--- config.mk ---
export PLATFORM = sky130hd
export DESIGN_NAME = mapper_mem_access
export DESIGN_NICKNAME = d
export VERILOG_FILES = /design/src/rtl/mapper_mem_access_pkg.sv /design/src/rtl/mapper_mem_access_cache.sv /design/src/rtl/mapper_mem_access.sv
export SDC_FILE = /design/constraint.sdc
export NUM_CORES = 1
export LEC_CHECK = 0
export CORE_MARGIN = 2
export CORE_UTILIZATION = 43
export CTS_CLUSTER_DIAMETER = 150
export CTS_CLUSTER_SIZE = 30
export DETAILED_ROUTE_END_ITERATION = 10
export DONT_BUFFER_PORTS = 1
export HOLD_SLACK_MARGIN = 0.1
export PLACE_DENSITY = 0.6
export SETUP_SLACK_MARGIN = 0.15
export SLEW_MARGIN = 5
export SYNTH_ARGS = -nofsm -noshare
export SYNTH_HDL_FRONTEND = slang
export SYNTH_HIERARCHICAL = 1
export SYNTH_SLANG_ARGS = --single-unit
--- constraint.sdc ---
create_clock -name clk -period 7.1 [get_ports clk]
set_input_delay 1.42 -clock clk [delete_from_list [all_inputs] [get_ports clk]]
set_output_delay 1.42 -clock clk [all_outputs]
set_load 0.02 [all_outputs]
--- src/rtl/mapper_mem_access_pkg.sv ---
// Shared types and constants for the mapper memory access stage.
package mapper_mem_access_pkg;

    typedef enum logic [1:0] {
        IDLE = 2'd0,
        REQ  = 2'd1,
        RESP = 2'd2
    } state_t;

    localparam int         TIMEOUT_DEFAULT = 255;
    localparam logic [7:0] UNMAPPED_RD     = 8'hFF;

endpackage

--- src/rtl/mapper_mem_access_cache.sv ---
// One-entry last-read cache: combinational hit compare, fill on next edge.
// Flush and write-address invalidate win over fill; never stalls.
module mem_last_read_cache #(
    parameter int ADDR_W = 27
) (
    input  logic              clk,
    input  logic              reset,
    input  logic [ADDR_W-1:0] lookup_addr_i,
    output logic              hit_o,
    output logic [7:0]        rd_data_o,
    input  logic              fill_i,
    input  logic [ADDR_W-1:0] fill_addr_i,
    input  logic [7:0]        fill_data_i,
    input  logic              inval_i,
    input  logic [ADDR_W-1:0] inval_addr_i,
    input  logic              flush_i
);

    logic              valid_q;
    logic [ADDR_W-1:0] addr_q;
    logic [7:0]        data_q;

    assign hit_o     = valid_q && (lookup_addr_i == addr_q);
    assign rd_data_o = data_q;

    always_ff @(posedge clk or posedge reset) begin
        if (reset) begin
            valid_q <= 1'b0;
            addr_q  <= '0;
            data_q  <= '0;
        end else begin
            if (fill_i) begin
                addr_q <= fill_addr_i;
                data_q <= fill_data_i;
            end
            if (flush_i || (inval_i && (inval_addr_i == addr_q))) begin
                valid_q <= 1'b0;
            end else if (fill_i) begin
                valid_q <= 1'b1;
            end
        end
    end

endmodule

--- src/rtl/mapper_mem_access.sv ---
// CPU memory cycle to SDRAM req/ack bridge with last-read cache; hit valid at N+1, miss valid at ack+1.
// cpu_wait stalls the CPU from the request cycle until the SDRAM ack (or timeout abort).
module mapper_mem_access
    import mapper_mem_access_pkg::*;
#(
    parameter int ADDR_W  = 27,
    parameter int TIMEOUT = TIMEOUT_DEFAULT
) (
    input  logic              clk,
    input  logic              reset,
    input  logic              cpu_req,
    input  logic              cpu_rd,
    input  logic              cpu_wr,
    input  logic [7:0]        cpu_din,
    input  logic              ram_cs,
    input  logic [ADDR_W-1:0] ram_addr,
    input  logic              ram_wr_en,
    input  logic              cache_flush,
    output logic              cpu_wait,
    output logic [7:0]        cpu_dout,
    output logic              cpu_dout_valid,
    output logic              sdram_req,
    output logic              sdram_we,
    output logic [ADDR_W-1:0] sdram_addr,
    output logic [7:0]        sdram_din,
    input  logic              sdram_ack,
    input  logic [7:0]        sdram_dout,
    output logic              timeout_err
);

    localparam int CNT_W = $clog2(TIMEOUT + 1);

    state_t            state_q;
    logic [CNT_W-1:0]  cnt_q;
    logic              rd_q;
    logic              flush_pend_q;
    logic              sdram_req_q;
    logic              sdram_we_q;
    logic [ADDR_W-1:0] sdram_addr_q;
    logic [7:0]        sdram_din_q;
    logic [7:0]        cpu_dout_q;
    logic              dout_vld_q;
    logic              timeout_q;

    logic              start;
    logic              lookup_hit;
    logic              cache_hit;
    logic              miss_start;
    logic [7:0]        cache_data;
    logic              fill;
    logic              inval;

    assign start      = (state_q == IDLE) && cpu_req && ram_cs && (cpu_rd || (cpu_wr && ram_wr_en));
    assign cache_hit  = start && cpu_rd && lookup_hit;
    assign miss_start = start && !cache_hit;
    // Combinational so the CPU is held in the very cycle it raises the request.
    assign cpu_wait   = miss_start || (state_q == REQ);

    assign fill  = (state_q == REQ) && sdram_ack && rd_q && !flush_pend_q && !cache_flush;
    assign inval = miss_start && !cpu_rd;

    mem_last_read_cache #(
        .ADDR_W (ADDR_W)
    ) u_cache (
        .clk           (clk),
        .reset         (reset),
        .lookup_addr_i (ram_addr),
        .hit_o         (lookup_hit),
        .rd_data_o     (cache_data),
        .fill_i        (fill),
        .fill_addr_i   (sdram_addr_q),
        .fill_data_i   (sdram_dout),
        .inval_i       (inval),
        .inval_addr_i  (ram_addr),
        .flush_i       (cache_flush)
    );

    always_ff @(posedge clk or posedge reset) begin
        if (reset) begin
            state_q      <= IDLE;
            cnt_q        <= '0;
            rd_q         <= 1'b0;
            flush_pend_q <= 1'b0;
            sdram_req_q  <= 1'b0;
            sdram_we_q   <= 1'b0;
            sdram_addr_q <= '0;
            sdram_din_q  <= '0;
            cpu_dout_q   <= UNMAPPED_RD;
            dout_vld_q   <= 1'b0;
            timeout_q    <= 1'b0;
        end else begin
            dout_vld_q <= 1'b0;
            case (state_q)
                IDLE: begin
                    cnt_q        <= '0;
                    flush_pend_q <= 1'b0;
                    if (cache_hit) begin
                        cpu_dout_q <= cache_data;
                        dout_vld_q <= 1'b1;
                    end else if (miss_start) begin
                        sdram_req_q  <= 1'b1;
                        sdram_we_q   <= !cpu_rd;
                        sdram_addr_q <= ram_addr;
                        sdram_din_q  <= cpu_din;
                        rd_q         <= cpu_rd;
                        state_q      <= REQ;
                    end
                end
                REQ: begin
                    if (cache_flush) begin
                        flush_pend_q <= 1'b1;
                    end
                    if (sdram_ack) begin
                        sdram_req_q <= 1'b0;
                        dout_vld_q  <= rd_q;
                        if (rd_q) begin
                            cpu_dout_q <= sdram_dout;
                        end
                        state_q <= RESP;
                    end else begin
                        cnt_q <= cnt_q + CNT_W'(1);
                        // Abort on the TIMEOUT-th cycle without an ack.
                        if (cnt_q == CNT_W'(TIMEOUT - 1)) begin
                            sdram_req_q <= 1'b0;
                            timeout_q   <= 1'b1;
                            cpu_dout_q  <= UNMAPPED_RD;
                            dout_vld_q  <= rd_q;
                            state_q     <= RESP;
                        end
                    end
                end
                RESP: begin
                    cnt_q        <= '0;
                    flush_pend_q <= 1'b0;
                    state_q      <= IDLE;
                end
                default: begin
                    state_q <= IDLE;
                end
            endcase
        end
    end

    assign cpu_dout       = cpu_dout_q;
    assign cpu_dout_valid = dout_vld_q;
    assign sdram_req      = sdram_req_q;
    assign sdram_we       = sdram_we_q;
    assign sdram_addr     = sdram_addr_q;
    assign sdram_din      = sdram_din_q;
    assign timeout_err    = timeout_q;

    a_no_req_while_busy: assert property (@(posedge clk) disable iff (reset)
        !(cpu_req && (state_q != IDLE)));

endmodule

==> run metrics <==
status finished, final reports clean; root buffer cell clkbuf_8; unrepaired setup endpoints after global routing no; critical-path maximum fanout 5; Fin. Hold Viols 0; H-tree Lvls 3; Iteration-0 DRC Markers 78; Max Clock Freq 213 MHz; FF+latch count, synth 95; register area share after synthesis 54.0%; min Tclk post-route 4700 ps; instance count of the mapped netlist 343; Antenna diodes 0; area post-placement 4560 µm²; VDD IR max 0.150 mV; Die X 105 µm; ys async rst share 100%; die area 11,100 µm²; number of flops mapped to enable cells by yosys 0; CP arrival 3280 ps; Ports 100; Syn. warnings 6; Slew Viols, Final 0; clk_lat worst skew 350 ps; NumNets Final 399; worst reg2reg setup slack 4320 ps; cts hold-fix bufs 0; antenna-violating nets left 0; Vias 2,576; clock buffer depth 2; die height 105 µm; FF-to-FF End cpu_dout[6]; Slew Limit Headroom 37.2%; Core Box Area 10,100 µm²; critical path class input pin to output port; Cell Area, Synth 4420 µm²; post-route cell area 4740 µm²; dpl ws 2390 ps; hpwl dp 6420 µm; final wirelength 9050 µm; Static Leakage 1.94 nW; Avg WL per Cell 18.7 µm; worst clock skew 12.8 ps; TritonRoute pass-1 iters 4; IO Port Bufs 0; worst hold endpoint flush_pend_q; Hold/Removal Path Class register to register; GRT Total Usage 17.0%; Min Hold Slack 505 ps; Hold Crit Start flush_pend_q; max cap viols 0; critical path, cell by cell xnor2_1, nand4_1, or4_1, nor4_2, nand2b_1, a21oi_4, or2_2; drc violations 0; first-pass GRT wire length 14,400 µm; Num CTS Buffers 9; worst reg2reg startpoint u_cache/addr_q[5]; setup violators final 0; Area growth syn-to-layout 7.22%; Fillers 914; area of the multi-input gates 1940 µm²; TNS Setup 0 ps; gp weighted congestion 0.806; Critical Path Slowest Stage Cell or4_1; largest net degree at the start of global routing 51; Cell variety after synth 45; vias in the first global route 2,679; Top FF cell, synth dfrtp_1; layout cells sized above 1 30.9%; initial core utilization 43.6%; R2R cell count 8; CTS tree done; Post-Syn Nets 397; buffer count from post-CTS setup fixing 0; syn_area_per_cell 12.9 µm²; crit end category output port; hold path depth 1; Final WS setup 2400 ps; clk sink count 95; Critical Path RT 5680 ps; Rows 37; CTS clk-pin slew, worst paths 80 ps; CP max stage delay 540 ps; DR vias/cell 5.31; gr ovfl total 0; Worst-Margin Slew 942 ps; Worst Setup Start Kind input pin; fin crit share 66.2%; Power Density 355 nW/µm²; register area 2390 µm²; # resized after CTS 0; antenna violations before repair 0
==> cells in the final DEF (no fill, tap or decap), types with 2 or more instances in the layout <==
| cell type | n |
|---|---|
| xnor2_1 | 54 |
| and3_1 | 2 |
| dfstp_2 | 8 |
| nor3_1 | 2 |
| ha_1 | 2 |
| dfrtp_1 | 87 |
| o21a_1 | 2 |
| buf_4 | 3 |
| clkbuf_8 | 12 |
| nand4_1 | 17 |
| nand2_1 | 8 |
| nor2_1 | 14 |
| mux2i_1 | 3 |
| nand3_1 | 4 |
| inv_1 | 11 |
| mux2_2 | 78 |
| o21ai_0 | 4 |
| a31oi_1 | 8 |
| clkbuf_1 | 3 |
==> cell type report <==
class | instances | area share, %
clock buffer | 15 | 3.72
inverter | 12 | 0.950
multi-input combinational | 224 | 40.9
sequential | 95 | 50.4
tap | 136 | 3.59
timing repair buffer | 3 | 0.475
==> sequential cells by signal, summed over array words and instances (netlist names) <==
signal,count
sdram_we,1
cnt_q,8
cpu_dout,8
rd_q,1
timeout_err,1
sdram_addr,27
sdram_req,1
state_q,2
flush_pend_q,1
u_cache/addr_q,27
u_cache/rd_data_o,8
cpu_dout_valid,1
u_cache/valid_q,1
sdram_din,8
==> Yosys cell counts (2+ instances only) <==
master    number  area (µm²)
o21ai_0        4        20.0
nand3_1        4        20.0
inv_1         12        45.0
clkbuf_1       3        11.3
xnor2_1       54         473
nand2_1        8        30.0
nor2_1        14        52.6
dfrtp_1       87        2180
ha_1           2        25.0
o21a_1         2        15.0
nand4_1       17         106
dfstp_2        8         210
nor3_1         2        10.0
mux2i_1        3        30.0
buf_2          8        40.0
and3_1         2        12.5
a31oi_1        8        50.1
mux2_2        78         878
==> critical path: cells and delay by family <==
| family | cells | cell delay (ps) |
|---|---|---|
| AOI/OAI and AO/OA | 1 | 70 |
| xor gates and xnor gates | 1 | 130 |
| and+or+nand+nor | 5 | 1640 |
==> cells by family after synthesis <==
kind of cell | synth area share, %
compound gates | 4.30
xor+xnor | 10.7
fa+ha+maj | 0.566
buf+inv | 2.35
flops | 54.0
mux | 20.5
simple gates | 7.56
==> where the power goes <==
group          internal, W  leakage, nW  switching (W)  total [W]
sequential        0.000727         1.17       0.000250   0.000976
clock             0.000155       0.0898       0.000175   0.000330
combinational     0.000239        0.674       0.000137   0.000376
==> per-stage QoR <==
step	power (W)	utilization, %	std cells
floorplan	0.00128	-	343
global placement	0.00136	45.0	470
finish	0.00168	46.8	485
global route	0.00178	46.8	485
CTS	0.00171	46.8	485
detailed placement	0.00138	45.0	470
==> layer usage <==
layer	share of wire (%)	wire length [µm]	global-route usage (%)	up-vias
met5	0	0	0	-
met1	41	3730	20.5	1289
met3	7.1	639	6.25	7
met4	1.0	93	4.57	0
met2	51	4590	28.5	65
li1	-	-	-	1215
==> how the worst max path moves through the flow <==
stage	startpoint	end	slack (ps)	cells after the start
global route	ram_addr[16]	cpu_wait	2280	7
CTS	ram_addr[23]	cpu_wait	2380	7
floorplan	ram_addr[25]	cpu_wait	2490	8
global placement	ram_addr[23]	cpu_wait	2400	7
finish	ram_addr[23]	cpu_wait	2400	7
detailed placement	ram_addr[5]	cpu_wait	2390	7
No activity file was read; power rests on OpenSTA's default activity.
